### config.mk
export PLATFORM = sky130hd
export DESIGN_NAME = unified_mem_arbiter_flat
export DESIGN_NICKNAME = d
export VERILOG_FILES = /design/src/rtl/unified_mem_arbiter_pkg.sv /design/src/rtl/unified_mem_arbiter_if.sv /design/src/rtl/unified_mem_arbiter_rr_arbiter2.sv /design/src/rtl/unified_mem_arbiter.sv /design/src/flat_wrapper.sv
export SDC_FILE = /design/constraint.sdc
export NUM_CORES = 1
export LEC_CHECK = 0
export CAP_MARGIN = 20
export CELL_PAD_IN_SITES_DETAIL_PLACEMENT = 2
export CELL_PAD_IN_SITES_GLOBAL_PLACEMENT = 2
export CORE_ASPECT_RATIO = 0.7
export CORE_MARGIN = 2
export CORE_UTILIZATION = 26
export DETAILED_ROUTE_END_ITERATION = 7
export PLACE_DENSITY_LB_ADDON = 0.1
export REMOVE_ABC_BUFFERS = 1
export SETUP_SLACK_MARGIN = 0.02
export SYNTH_ARGS = -nofsm -noshare
export SYNTH_HDL_FRONTEND = slang
export SYNTH_SLANG_ARGS = --single-unit
### constraint.sdc
create_clock -name clk -period 2.25 [get_ports clk]
set_clock_uncertainty 0.15 [all_clocks]
set_input_delay 0.45 -clock clk [delete_from_list [all_inputs] [get_ports clk]]
set_output_delay 0.45 -clock clk [all_outputs]
set_load 0.05 [all_outputs]
### src/rtl/unified_mem_arbiter_pkg.sv
// unified_mem_arbiter shared types and constants.
// Imported by the arbiter, its round-robin picker and its interface users.
package unified_mem_arbiter_pkg;

  typedef enum logic [1:0] {
    IDLE = 2'd0,
    BUSY = 2'd1,
    DONE = 2'd2
  } state_t;

  localparam logic [1:0] GRANT_INST = 2'b01;
  localparam logic [1:0] GRANT_DATA = 2'b10;

  localparam int MEM_LATENCY_DEF = 2;

  typedef struct packed {
    logic        src_d;
    logic        we;
    logic [31:0] addr;
    logic [31:0] wdata;
  } mem_req_t;

endpackage

### src/rtl/unified_mem_arbiter_if.sv
// Fetch, LSU and memory-port signals of unified_mem_arbiter.
// slave is the arbiter's view; master is the requester/memory side.
interface unified_mem_arbiter_if;

  logic        i_req;
  logic [31:0] i_addr;
  logic        i_ready;
  logic        i_valid;
  logic [31:0] i_rdata;

  logic        d_req;
  logic        d_we;
  logic [31:0] d_addr;
  logic [31:0] d_wdata;
  logic        d_ready;
  logic        d_valid;
  logic [31:0] d_rdata;

  logic [31:0] mem_addr;
  logic [31:0] mem_din;
  logic        mem_read;
  logic        mem_write;
  logic [31:0] mem_dout;

  modport slave (
    input  i_req, i_addr,
    input  d_req, d_we, d_addr, d_wdata,
    input  mem_dout,
    output i_ready, i_valid, i_rdata,
    output d_ready, d_valid, d_rdata,
    output mem_addr, mem_din,
    output mem_read, mem_write
  );

  modport master (
    output i_req, i_addr,
    output d_req, d_we, d_addr, d_wdata,
    output mem_dout,
    input  i_ready, i_valid, i_rdata,
    input  d_ready, d_valid, d_rdata,
    input  mem_addr, mem_din,
    input  mem_read, mem_write
  );

endinterface

### src/rtl/unified_mem_arbiter_rr_arbiter2.sv
// Two-way round-robin picker for fetch vs data.
// On a tie the side that did not win last time gets the grant.
module rr_arbiter2
  import unified_mem_arbiter_pkg::*;
(
  input  logic       clk,
  input  logic       reset,
  input  logic       en,
  input  logic       req_i,
  input  logic       req_d,
  output logic [1:0] grant
);

  logic [1:0] last_grant;

  always_comb begin
    grant = '0;
    if (en) begin
      unique case (1'b1)
        (req_i && req_d):
          grant = (last_grant == GRANT_INST) ?
                  GRANT_DATA : GRANT_INST;
        (req_i && !req_d): grant = GRANT_INST;
        (!req_i && req_d): grant = GRANT_DATA;
        default:           grant = '0;
      endcase
    end
  end

  always_ff @(posedge clk or negedge reset) begin
    if (!reset) begin
      last_grant <= GRANT_INST;
    end else if (grant != '0) begin
      last_grant <= grant;
    end
  end

endmodule

### src/rtl/unified_mem_arbiter.sv
// Shares one single-ported word memory between fetch and LSU.
// One request in flight: accept, MEM_LATENCY busy cycles, one valid pulse.
module unified_mem_arbiter
  import unified_mem_arbiter_pkg::*;
#(
  parameter int MEM_LATENCY = MEM_LATENCY_DEF,
  parameter int CNT_W       = $clog2(MEM_LATENCY) + 1
) (
  input logic                  clk,
  input logic                  reset,
  unified_mem_arbiter_if.slave bus
);

  localparam logic [CNT_W-1:0] CNT_INIT =
    CNT_W'(MEM_LATENCY - 1);

  state_t           state;
  logic [CNT_W-1:0] cnt;
  mem_req_t         req_q;
  mem_req_t         req_nxt;
  logic [1:0]       grant;
  logic             idle;
  logic             busy;
  logic             last_cyc;
  logic             i_valid_q;
  logic             d_valid_q;
  logic [31:0]      i_rdata_q;
  logic [31:0]      d_rdata_q;
  logic [31:0]      resp;

  assign idle     = (state == IDLE);
  assign busy     = (state == BUSY);
  assign last_cyc = busy && (cnt == '0);

  rr_arbiter2 u_arb (
    .clk   (clk),
    .reset (reset),
    .en    (idle),
    .req_i (bus.i_req),
    .req_d (bus.d_req),
    .grant (grant)
  );

  always_comb begin
    req_nxt = req_q;
    if (grant == GRANT_DATA) begin
      req_nxt.src_d = 1'b1;
      req_nxt.we    = bus.d_we;
      req_nxt.addr  = bus.d_addr;
      req_nxt.wdata = bus.d_wdata;
    end else begin
      req_nxt.src_d = 1'b0;
      req_nxt.we    = 1'b0;
      req_nxt.addr  = bus.i_addr;
    end
  end

  // Writes complete with a zero data word.
  assign resp = req_q.we ? 32'd0 : bus.mem_dout;

  always_ff @(posedge clk or negedge reset) begin
    if (!reset) begin
      state     <= IDLE;
      cnt       <= '0;
      req_q     <= '0;
      i_valid_q <= 1'b0;
      d_valid_q <= 1'b0;
      i_rdata_q <= '0;
      d_rdata_q <= '0;
    end else begin
      i_valid_q <= 1'b0;
      d_valid_q <= 1'b0;
      unique case (state)
        IDLE: begin
          if (grant != '0) begin
            req_q <= req_nxt;
            cnt   <= CNT_INIT;
            state <= BUSY;
          end
        end
        BUSY: begin
          if (cnt == '0) begin
            state <= DONE;
            if (req_q.src_d) begin
              d_rdata_q <= resp;
              d_valid_q <= 1'b1;
            end else begin
              i_rdata_q <= resp;
              i_valid_q <= 1'b1;
            end
          end else begin
            cnt <= cnt - 1'b1;
          end
        end
        DONE:    state <= IDLE;
        default: state <= IDLE;
      endcase
    end
  end

  assign bus.i_ready   = grant[0];
  assign bus.d_ready   = grant[1];
  assign bus.i_valid   = i_valid_q;
  assign bus.d_valid   = d_valid_q;
  assign bus.i_rdata   = i_rdata_q;
  assign bus.d_rdata   = d_rdata_q;
  assign bus.mem_addr  = req_q.addr;
  assign bus.mem_din   = req_q.wdata;
  assign bus.mem_read  = busy && !req_q.we;
  assign bus.mem_write = last_cyc && req_q.we;

endmodule

### src/flat_wrapper.sv
// flat-port wrapper written by rule: the top's interface ports become plain ports
module unified_mem_arbiter_flat import unified_mem_arbiter_pkg::*;
#(
  parameter int MEM_LATENCY = MEM_LATENCY_DEF,
  parameter int CNT_W       = $clog2(MEM_LATENCY) + 1
)
  (clk, reset, bus_i_req, bus_i_addr, bus_d_req, bus_d_we, bus_d_addr, bus_d_wdata, bus_mem_dout, bus_i_ready, bus_i_valid, bus_i_rdata, bus_d_ready, bus_d_valid, bus_d_rdata, bus_mem_addr, bus_mem_din, bus_mem_read, bus_mem_write);
  unified_mem_arbiter_if bus_i ();
  input logic clk;
  input logic reset;
  input wire logic [$bits(bus_i.i_req)-1:0] bus_i_req;
  input wire logic [$bits(bus_i.i_addr)-1:0] bus_i_addr;
  input wire logic [$bits(bus_i.d_req)-1:0] bus_d_req;
  input wire logic [$bits(bus_i.d_we)-1:0] bus_d_we;
  input wire logic [$bits(bus_i.d_addr)-1:0] bus_d_addr;
  input wire logic [$bits(bus_i.d_wdata)-1:0] bus_d_wdata;
  input wire logic [$bits(bus_i.mem_dout)-1:0] bus_mem_dout;
  output wire logic [$bits(bus_i.i_ready)-1:0] bus_i_ready;
  output wire logic [$bits(bus_i.i_valid)-1:0] bus_i_valid;
  output wire logic [$bits(bus_i.i_rdata)-1:0] bus_i_rdata;
  output wire logic [$bits(bus_i.d_ready)-1:0] bus_d_ready;
  output wire logic [$bits(bus_i.d_valid)-1:0] bus_d_valid;
  output wire logic [$bits(bus_i.d_rdata)-1:0] bus_d_rdata;
  output wire logic [$bits(bus_i.mem_addr)-1:0] bus_mem_addr;
  output wire logic [$bits(bus_i.mem_din)-1:0] bus_mem_din;
  output wire logic [$bits(bus_i.mem_read)-1:0] bus_mem_read;
  output wire logic [$bits(bus_i.mem_write)-1:0] bus_mem_write;
  assign bus_i.i_req = bus_i_req;
  assign bus_i.i_addr = bus_i_addr;
  assign bus_i.d_req = bus_d_req;
  assign bus_i.d_we = bus_d_we;
  assign bus_i.d_addr = bus_d_addr;
  assign bus_i.d_wdata = bus_d_wdata;
  assign bus_i.mem_dout = bus_mem_dout;
  assign bus_i_ready = bus_i.i_ready;
  assign bus_i_valid = bus_i.i_valid;
  assign bus_i_rdata = bus_i.i_rdata;
  assign bus_d_ready = bus_i.d_ready;
  assign bus_d_valid = bus_i.d_valid;
  assign bus_d_rdata = bus_i.d_rdata;
  assign bus_mem_addr = bus_i.mem_addr;
  assign bus_mem_din = bus_i.mem_din;
  assign bus_mem_read = bus_i.mem_read;
  assign bus_mem_write = bus_i.mem_write;
  unified_mem_arbiter #(.MEM_LATENCY(MEM_LATENCY), .CNT_W(CNT_W)) u_core (.clk(clk), .reset(reset), .bus(bus_i));
endmodule
; Yosys cells after proc, flatten, opt, wreduce, memory -nomap -nowiden
; Index checks and enable logic that the tools add are counted.
[word_totals]
register_bits = 138
in_bits = 133
output_inout_bits = 134
[op_classes]
add_sub_neg = 1
eq_ne = 6
muxes = 16
n_bitwise = 1
reduce_logical = 19
[op_table]
columns = op, n
row1 = 2-to-1 mux 34 bit, 1
row2 = 2-to-1 mux 32 bit, 1
row3 = AND reduction 3 bit, 4
row4 = 2-to-1 mux 2 bit, 5
row5 = one-hot mux 2 bit (2 select lines), 2
row6 = logical AND 1 bit, 6
row7 = 2-to-1 mux 1 bit, 6
row8 = inequality test 2 bit (second input constant), 3
row9 = one-hot mux 2 bit (3 select lines), 1
row10 = equality test 2 x 1 -> 1 bit (second input constant), 2
row11 = logical NOT 2 bit, 2
row12 = AND reduction 2 bit, 2
row13 = nonzero test 2 bit, 2
row14 = logical NOT 1 bit, 3
row15 = equality test 2 bit (second input constant), 1
row16 = subtractor 2 x 1 -> 2 bit (second input constant), 1
row17 = NOT 1 bit, 1

; Longest topological paths before layout
[logic_depth]
depth_word = 7
depth_mapped = 7

; By module
; A second synthesis with hierarchy kept.
[unflattened]
hier_cells = 563
hier_area_um2 = 6234.7
[modules_own_cells]
columns = module, n_inst, cells_each, area_each_um2, seq_area_each_um2
row1 = unified_mem_arbiter, 1, 551, 6119.6, 3403.3
row2 = rr_arbiter2, 1, 12, 115.1, 51.3

; Worst setup path after synthesis
; No wires, ideal clock.
[synth_timing]
kind = reg2out
start = register u_core.u_arb.last_grant[0]
end = output bus_d_ready
t_arrival_ns = 1.638
required_ns = 1.650
path_slack_ns = 0.012
path_stages_with_launch = 5
n_path_buf = 2
path_cell_list = dfstp_2 -> nand2b_1 -> buf_2 -> a2111oi_4 -> buf_2
[synth_via]
elab_chain_cells = 4
[synth_lines]
columns = element, line
row1 = start: declaration, unified_mem_arbiter_rr_arbiter2.sv:14  ; logic [1:0] last_grant;
row2 = start signal: assignment, unified_mem_arbiter_rr_arbiter2.sv:34  ; last_grant <= grant;
row3 = equality test 2 x 1 -> 1 bit, unified_mem_arbiter_rr_arbiter2.sv:21  ; grant = (last_grant == GRANT_INST) ?
row4 = 2-to-1 mux 2 bit, unified_mem_arbiter_rr_arbiter2.sv:21
row5 = one-hot mux 2 bit (3 select lines), unified_mem_arbiter_rr_arbiter2.sv:19  ; unique case (1'b1)
row6 = 2-to-1 mux 2 bit, unified_mem_arbiter_rr_arbiter2.sv:18  ; if (en) begin
row7 = end: declaration, flat_wrapper.sv:21  ; output wire logic [$bits(bus_i.d_ready)-1:0] bus_d_ready;
; No other way between the ends.

; Worst setup path after layout
; Ends and elaborated chain as after synthesis.

==> metrics.txt <==
status=finished with violations; failing checks=setup timing; r2r worst-path depth=6; Chip Height=134.2 um; row count=47; layout cells sized above 1=14.99%; sequential share of power=26.0%; setup TNS=-0.1089 ns; Iter 0 DRT Violations=196; cell mode on critical path=buf_12; post-synthesis simple-gate area fraction=7.178%; post-route ant nets=0; MaxCap Viol Count=0; placer congestion estimate=0.7780; per-cell routed wire length=20.32 um; I/O Buffers=266; min cycle time layout=2.342 ns; post-synthesis cell count=568; switching power=0.008359 W; I/O pin cnt=267; H-tree Lvls=4; Chip Width=189.9 um; final instance area=9753 um^2; largest net degree at the start of global routing=66; mux cell area share after synthesis=5.727%; worst skew pair latency=0.41 ns; P_leak=5.047 nW; RSZ-0062 raised after global routing=true; first-pass GRT wire length=35.39 mm; share of the yosys chip area belonging to registers=54.90%; Synth Area in Adders=0.1988%; DIE AREA=25480 um^2; gr ovfl total=0; Fill cells=2450; vias in the first global route=5935; global-route usage over all layers=18.25%; synthesized area per cell=11.08 um^2; Worst Max-Slew Pin Slew=0.5825 ns; Via density=4.578; pwr dens=1741 nW/um^2; Critical Path AT=1.74 ns; DR pass1 iterations=5; combinational share of power=58.1%; Max Freq=426.9 MHz; complex-gate fraction of the synthesized area=20.42%; clk slew on worst S/H paths=0.06 ns; clock sink count=138; CP Max Fanout=3; dpl hpwl=15.90 mm; crit path cell chain=nand2b_4 > a2111oi_4 > buf_12 > buf_12; clk buf depth=2; Unique masters post-synth=32; post-synthesis xor/xnor area fraction=0%; CP Capture Type=primary output; final setup fails=2; crit-path max cell delay=0.55 ns; DRC Markers=0; Final Max Slew Viols=0; Sw Share=49.24%; peak supply drop=0.0007914 V; FF+latch count, synth=138; critical path class=reg -> out; Ys Warns=0; final hold violations=0; cts bufs inserted=17; Rel. slew slack=61.10%; Post-DP Area=8999 um^2; final wirelength=22.61 mm; Crit path required time=1.65 ns; CTS root buf=clkbuf_16; largest family of logic cells by synthesized area=compound AO/OA/AOI/OAI gates; startpoint type of the worst setup path=flip-flop; Worst Hold Class=reg -> reg; Post-Synthesis Cell Area=6292 um^2; routed vias=5095; core box area=23700 um^2; internal power=0.008616 W; antenna violations before repair=1; critical path's slowest cell=dfstp_2; clock network fraction of total power=15.9%; Hold Crit Depth=2; Syn-to-layout area delta=55.00%; period utilization=104.1%; CTS tree=done; Final Worst Setup Slack=-0.09229 ns; Initial Util=26.55%; Final nets=916
## cells by family after synthesis
group	count (synthesis)
buffers and inverters	118
flip-flops	138
multiplexers	32
AND/OR/NAND/NOR	110
AO/OA/AOI/OAI	169
adder cells (fa/ha/maj)	1
## sequential cells by signal, summed over array words and instances, names as in the netlist
| signal | flops |
|---|---|
| u_core.bus.d_rdata | 32 |
| u_core.bus.d_valid | 1 |
| u_core.bus.i_rdata | 32 |
| u_core.bus.i_valid | 1 |
| u_core.bus.mem_addr | 32 |
| u_core.bus.mem_din | 32 |
| u_core.cnt | 2 |
| u_core.req_q | 2 |
| u_core.state | 2 |
| u_core.u_arb.last_grant | 2 |
## power by group through the flow
stage | clock (W) | sequential [W] | combinational, W
2_1_floorplan | 0 | 0.00832 | 0.00222
3_3_place_gp | 0 | 0.00439 | 0.00983
3_5_place_dp | 0 | 0.00447 | 0.0101
4_1_cts | 0.00282 | 0.00446 | 0.0100
5_1_grt | 0.00293 | 0.00460 | 0.0105
6_report | 0.00271 | 0.00441 | 0.00986
## cell usage after synthesis
master	n	share of area, %
and2_1	3	0.30
inv_1	6	0.36
nor2b_1	1	0.099
o21ai_0	65	5.2
o2111a_1	32	5.7
a211oi_1	1	0.12
a21boi_0	32	3.8
o211ai_1	1	0.12
nand2b_1	2	0.20
o2bb2ai_1	1	0.14
nor2_1	1	0.060
and3_1	1	0.099
clkinv_1	2	0.12
or2_1	1	0.099
a21oi_1	1	0.079
nand2_1	97	5.8
o31ai_1	1	0.12
mux2_2	32	5.7
ha_1	1	0.20
nand4b_1	1	0.14
buf_2	6	0.48
a21o_1	2	0.24
nor3b_1	1	0.12
nand4bb_1	1	0.18
buf_6	5	0.89
buf_4	64	7.6
a211o_1	32	4.5
clkbuf_1	35	2.1
dfstp_2	1	0.42
or2_2	1	0.099
dfrtp_1	137	54
a2111oi_4	1	0.44
## layer usage
layer | track usage [%] | up-vias | wire [um]
met5 | 0 | - | 0
met4 | 6.158 | 0 | 444
met3 | 7.535 | 28 | 1766
met2 | 30.54 | 149 | 11220
met1 | 21.22 | 2560 | 9185
li1 | - | 2358 | -
## final timing paths
kind,start,to,slack (ns)
worst min-delay path,u_core.bus.i_rdata[25],u_core.bus.i_rdata[25],0.32
min in group asynchronous,reset,u_core.bus.d_rdata[20],0.40
worst min register to register,u_core.bus.i_rdata[25],u_core.bus.i_rdata[25],0.32
worst max-delay path,u_core.u_arb.last_grant[0],bus_d_ready,-0.09
max in group asynchronous,reset,u_core.bus.i_rdata[6],0.90
worst max register to register,u_core.u_arb.last_grant[0],u_core.bus.mem_din[27],0.03
## final cells by class
| cell class | instances | area [um^2] | area share [%] |
|---|---|---|---|
| well taps | 318 | 397.9 | 4.080 |
| flip-flops and latches | 138 | 3456 | 35.43 |
| multi-input cells | 312 | 2130 | 21.83 |
| clock buffers | 24 | 491.7 | 5.042 |
| inverters | 8 | 31.28 | 0.3207 |
| diodes | 1 | 2.502 | 0.02566 |
| clock inverters | 7 | 66.31 | 0.6799 |
| repair buffers | 305 | 3178 | 32.59 |
## critical path: cells and delay by family, from the launching register on
kind | cells | cell delay (ns)
flip-flops | 1 | 0.55
buffers and inverters | 2 | 0.30
AND/OR/NAND/NOR | 1 | 0.09
AO/OA/AOI/OAI | 1 | 0.38
## stage by stage
| step | setup WS [ns] | util, % | hold WS (ns) | std cells | power, W |
|---|---|---|---|---|---|
| 5_1_grt | -0.1762 | 41.15 | 0.3499 | 1113 | 0.01799 |
| 3_3_place_gp | -0.2177 | 37.97 | 0.3000 | 1075 | 0.01422 |
| 3_5_place_dp | -0.2438 | 37.97 | 0.2997 | 1075 | 0.01456 |
| 4_1_cts | -0.1259 | 40.47 | 0.3329 | 1111 | 0.01730 |
| 6_report | -0.09229 | 41.15 | 0.3227 | 1113 | 0.01698 |
| 2_1_floorplan | -2.206 | - | 0.004409 | 458 | 0.01054 |
## repair_timing
action	CTS	global route
resized for setup	54	60
hold endpoints to repair	41	0
setup buffers	3	1
hold buffers	1	0
endpoints found under the setup margin	49	109
pin swaps	1	1
gates cloned	1	0
## layout by cell type, fill, tap and decap left out, drive strengths merged, types with 3 or more instances in the layout
| cell | instances |
|---|---|
| clkdlybuf4s50 | 149 |
| mux2 | 32 |
| clkbuf | 24 |
| inv | 6 |
| a21boi | 32 |
| o21ai | 65 |
| nand2 | 97 |
| dlymetal6s2s | 58 |
| buf | 50 |
| clkinv | 7 |
| dlygate4sd2 | 46 |
| o2111a | 32 |
| dfrtp | 137 |
| and2 | 3 |
| a211o | 32 |
(Power assumes the default switching activity.)
